`src/rtl/seg7_scanner.sv`:
```
// Eight-digit time-multiplexed seven-segment scanner with per-frame snapshot,
// per-digit mask/decimal point and optional leading-zero blanking.
module seg7_scanner #(
   parameter bit BLANK_LZ = 1'b1
) (
   input  logic        clk,
   input  logic        rst,
   input  logic        rotate,
   input  logic        en,
   input  logic [31:0] data_in,
   input  logic [7:0]  dp_in,
   input  logic [7:0]  mask_in,
   input  logic        blz,
   output logic [7:0]  an,
   output logic [6:0]  seg,
   output logic        dp,
   output logic        frame
);

   localparam int unsigned NDIG = 8;
   localparam int unsigned DW   = 32;
   localparam int unsigned SW   = 7;
   localparam int unsigned PW   = NDIG + SW + 1;

   localparam logic [PW-1:0] DARK = {8'hFF, 7'h7F, 1'b1};

   typedef enum logic {IDLE, SCAN} state_t;

   state_t          state;
   logic [2:0]      idx;
   logic [DW-1:0]   data_snap;
   logic [NDIG-1:0] dp_snap;
   logic [NDIG-1:0] mask_snap;
   logic            blz_snap;

   function automatic logic [SW-1:0] hex7(input logic [3:0] n);
      logic [SW-1:0] s;
      case (n)
         4'h0: s = 7'h40;  4'h1: s = 7'h79;  4'h2: s = 7'h24;  4'h3: s = 7'h30;
         4'h4: s = 7'h19;  4'h5: s = 7'h12;  4'h6: s = 7'h02;  4'h7: s = 7'h78;
         4'h8: s = 7'h00;  4'h9: s = 7'h10;  4'hA: s = 7'h08;  4'hB: s = 7'h03;
         4'hC: s = 7'h46;  4'hD: s = 7'h21;  4'hE: s = 7'h06;  default: s = 7'h0E;
      endcase
      return s;
   endfunction

   // Pin pattern {an, seg, dp} for digit k of a given frame snapshot.
   function automatic logic [PW-1:0] drive(input logic [2:0]      k,
                                           input logic [DW-1:0]   d,
                                           input logic [NDIG-1:0] dpv,
                                           input logic [NDIG-1:0] mask,
                                           input logic            b);
      logic lz;
      lz = BLANK_LZ && b && (k != 3'd0);
      for (int j = 0; j < int'(NDIG); j++) begin
         if (j >= int'(k) && d[4*j +: 4] != 4'h0) lz = 1'b0;
      end
      if (mask[k] || lz) return DARK;
      return {~(8'b1 << k), hex7(d[{k, 2'b00} +: 4]), ~dpv[k]};
   endfunction

   // Scan FSM: en overrides rotate; snapshot reloads at frame start only.
   always_ff @(posedge clk or negedge rst) begin
      if (!rst) begin
         state     <= IDLE;
         idx       <= 3'd0;
         data_snap <= '0;
         dp_snap   <= '0;
         mask_snap <= '0;
         blz_snap  <= 1'b0;
         {an, seg, dp} <= DARK;
         frame     <= 1'b0;
      end else begin
         frame <= 1'b0;
         if (!en) begin
            state <= IDLE;
            idx   <= 3'd0;
            {an, seg, dp} <= DARK;
         end else if (rotate) begin
            if (state == IDLE || idx == 3'd7) begin
               state     <= SCAN;
               idx       <= 3'd0;
               data_snap <= data_in;
               dp_snap   <= dp_in;
               mask_snap <= mask_in;
               blz_snap  <= blz;
               frame     <= 1'b1;
               {an, seg, dp} <= drive(3'd0, data_in, dp_in, mask_in, blz);
            end else begin
               idx <= 3'(idx + 3'd1);
               {an, seg, dp} <= drive(3'(idx + 3'd1), data_snap, dp_snap, mask_snap, blz_snap);
            end
         end
      end
   end

endmodule
```
`config.mk`:
```
export PLATFORM = sky130hd
export DESIGN_NAME = seg7_scanner
export DESIGN_NICKNAME = d
export VERILOG_FILES = /design/src/rtl/seg7_scanner.sv
export SDC_FILE = /design/constraint.sdc
export NUM_CORES = 1
export LEC_CHECK = 0
export ABC_AREA = 0
export BUFFER_PORTS_ARGS = -buffer_cell sky130_fd_sc_hd__buf_2
export CORE_MARGIN = 1
export CORE_UTILIZATION = 50
export DETAILED_ROUTE_END_ITERATION = 12
export GPL_ROUTABILITY_DRIVEN = 0
export PLACE_DENSITY = 0.73
export SLEW_MARGIN = 25
export SYNTH_ARGS = -nofsm -noshare
export SYNTH_HDL_FRONTEND = slang
export SYNTH_SLANG_ARGS = --single-unit
```
`constraint.sdc`:
```
create_clock -name clk -period 5.7 [get_ports clk]
set_input_delay 0.57 -clock clk [delete_from_list [all_inputs] [get_ports clk]]
set_output_delay 0.57 -clock clk [all_outputs]
set_load 0.01 [all_outputs]
```
==> metrics.md <==
| Metric | Value |
|---|---|
| Initial drt markers | around 150 |
| Tot GR Track Use | around 22% |
| M1 wire length | approximately 3.8 mm |
| Clock Tree Buf Depth | 2 |
| Layout cells sized above 1 | between 40% and 50% |
| Final antenna-violating net count | 0 |
| Internal power | between 0.0009 and 0.001 W |
| Cts bufs inserted | 9 |
| Yosys warning count | 0 |
| WL final | about 8.4 mm |
| Clk Latency, worst-skew pair | about 340 ps |
| Crit. End Element | register |
| DIE AREA | 0.008338 mm2 |
| Total of cells resized after clock tree synthesis | 0 |
| Finished Layout Cells | 490 |
| Max cap viols | 0 |
| Number of synthesized flops with an enable pin | 0 |
| Final setup TNS | 0 ps |
| Unrepaired setup endpoints after global routing | no |
| Mapped Cells | around 320 |
| PD cells | about 300 mW/mm2 |
| Reg area | around 0.0018 mm2 |
| Syn_area_per_cell | 12.50 um2 |
| # DRC | 0 |
| CTS tree | done |
| Top Metal Used | met4 |
| Initial antenna violation count | 0 |
| Via count | between 2000 and 3000 |
| Largest net degree at the start of global routing | just over 70 |
| Cell Area, Synth | roughly 0.0040 mm2 |
| Crit. path cell count | 8 |
| Area of the core | around 0.0077 mm2 |
| NetSw | between 0.0004 and 0.0005 W |
| CP max FO | 22 |
| Slew @ Worst Pin | 903.0 ps |
| CP max-delay cell | dfrtp_1 |
| Worst R2R Setup Slack | 1860 ps |
| Outcome | complete, no violations |
| Worst path top cell family by delay | multiplexers |
| Placed Cells | 474 |
| N_diodes | 0 |
| Max Clk Rate | between 200 and 300 MHz |
| Synthesis-to-layout area growth | 15.12% |
| Post-synth ARST share | 100.0% |
| Crit path from | idx[0] |
| Detailed Routing Iterations Pass 1 | 5 |
| Grt ovf | 0 |
| DIE WIDTH | 91.32 um |
| Worst path required time | 5970 ps |
| Root buf cell | clkbuf_8 |
| RR Startpoint | idx[0] |
| Clock-pin slew on the worst setup and hold paths | roughly 70 ps |
| Initial Utilization | 51.62% |
| Post-CTS Setup Bufs | 0 |
| Mux cell area share after synthesis | 26.69% |
| Post-synthesis xor/xnor area fraction | 0% |
| Crit Path Class | register to register |
| H-tree depth | 3 |
| Adder-cell share of the synthesized area | a little under 6% |
| Worst hold path type | primary input to asynchronous set/reset pin |
| Wirelength per Cell | 17.18 um |
| Seq pwr share | approximately 47% |
| Row count | 32 |
| Max-slew headroom | 39.80% |
| Leakage | 1.924 nW |
| Multi-input combinational cell area | 0.002072 mm2 |
| Met3 WL | between 400 and 500 um |
| Post-Synth Simple-Gate Area | around 8% |
| Worst Reg2Reg Path Length in Cells | 8 |
| Worst r2r dst | seg[3] |
| Final Critical Period | between 3000 and 4000 ps |
| Vias in the first global route | around 2800 |
| DP HPWL | around 6.2 mm |
| Synth Area in Compound Gates | 11.32% |
| Layout Utilization | 59.42% |
| Hold violation count in the final report | 0 |
| Most used DFF post-synth | dfrtp_1 |
| Die Height | 91.32 um |
| Most frequent cells in the layout | buf_2 (69), dfrtp_1 (54), mux2_2 (51), ha_1 (19), nor2_1 (18) |
| Synthesized net count | between 300 and 400 |
| Max IR drop VDD | about 0.17 mV |
| Final total power | 0.001375 W |
| Clk pwr share | 30.1% |
| Logic pwr share | 23.1% |
| Clk_skew | approximately 9 ps |
| Via/cell ratio | between 5 and 6 |
| # hold bufs at CTS | 0 |
| FILL cells | 655 |
| CP Launch Type | register |
| Yosys cell types | 47 |
| CP endpoint | seg[3] |
| I/O pin count | 70 |
| Pins Over Slew Limit | 0 |
| Sequential element share of the synthesized area | around 44% |
| Crit path largest cell delay | 900 ps |
| Tcrit/Tclk final | around two thirds |
| First-pass GRT wire length | around 14 mm |
| # clock sinks | 70 |
| Routed met2 length | 4.020 mm |
| Port-buffer cells | ~70 |
| Arrival @ worst endpoint | between 4000 and 5000 ps |
| WP buf/inv | 1 |
| Yosys reg bits | 70 |
| Worst path cell trace | inv_1 > ha_1 > mux4_2 > mux2i_1 > ha_1 > mux2i_1 > mux2_2 > a21oi_1 |
| Final setup viols | 0 |
| Most common cell after layout, fill and taps aside | buf_2 |
| Main combinational cell family by area after synthesis | multiplexers |
| Switching Share | around 29% |
| Final #Nets | 455 |
## stage by stage
stage	setup WS, ps	hold WS, ps	cell area, um2
2_1_floorplan	2645	274.4	3989
3_3_place_gp	2018	486.7	4384
3_5_place_dp	1822	490.1	4384
4_1_cts	1809	446.3	4592
5_1_grt	1448	441.9	4592
6_report	1863	428.5	4592
## synthesized netlist by cell type (2+ instances only)
cell	instances	area, um2
a21oi_1	9	45.04
a311oi_1	2	17.52
a31oi_1	9	56.30
a41oi_1	2	17.52
a41oi_2	3	48.80
buf_2	2	10.01
buf_6	4	45.04
clkbuf_1	12	45.04
dfrtp_1	54	1351
dfstp_2	16	420.4
ha_1	19	237.7
inv_1	12	45.04
inv_2	2	7.510
mux2_2	51	574.3
mux2i_1	13	130.1
mux2i_4	3	67.56
mux4_2	13	292.8
nand2_1	11	41.29
nand2b_1	4	25.02
nand3_1	3	15.01
nor2_1	19	71.32
nor2b_1	8	50.05
nor4_1	5	31.28
o21a_1	2	15.01
o21ai_0	12	60.06
o21ai_1	2	10.01
o22ai_1	7	43.79
## sequential cells by signal, summed over array words and instances (netlist names)
register and cells:
dp 1, state 1, idx 3, an 8, blz_snap 1, seg 7
dp_snap 8, data_snap 32, mask_snap 8, frame 1
## how the worst min path moves through the flow
stage                          to  slack [ps]
floorplan                blz_snap         270
global placement     mask_snap[5]         490
detailed placement          an[3]         490
CTS                 data_snap[20]         450
global route        data_snap[28]         440
finish              data_snap[20]         430
## power groups by stage
stage / clock network [W] / registers [W] / logic [W]
after floorplan: 0 / 0.000629 / 0.000244
after global placement: 0 / 0.000651 / 0.000307
after detailed placement: 0 / 0.000654 / 0.000316
after CTS: 0.000418 / 0.000645 / 0.000317
after global routing: 0.000440 / 0.000653 / 0.000350
final: 0.000414 / 0.000644 / 0.000317
## logic make-up (layout without fill, tap and decap cells)
kind of cell               Yosys count  count (layout)
AOI/OAI and AO/OA                   60              60
adders and majority gates           19              19
buffers and inverters               32             101
DFF                                 70              70
muxes                               80              80
and+or+nand+nor                     58              58
## per-layer routing
layer | vias up | global-route usage (%)
met5 | - | 0
met4 | 0 | 10.05
met3 | 16 | 4.606
met2 | 85 | 34.41
met1 | 1374 | 29.67
li1 | 1308 | -
## cell type report
type / count / area share [%]
Tap cell: 102 / 2.779
Inverter: 14 / 1.144
Sequential cell: 70 / 38.58
Clock buffer: 11 / 3.297
Timing Repair Buffer: 71 / 7.847
Clock inverter: 5 / 1.226
Multi-Input combinational cell: 217 / 45.12
Power figures use the tool's default switching activity.
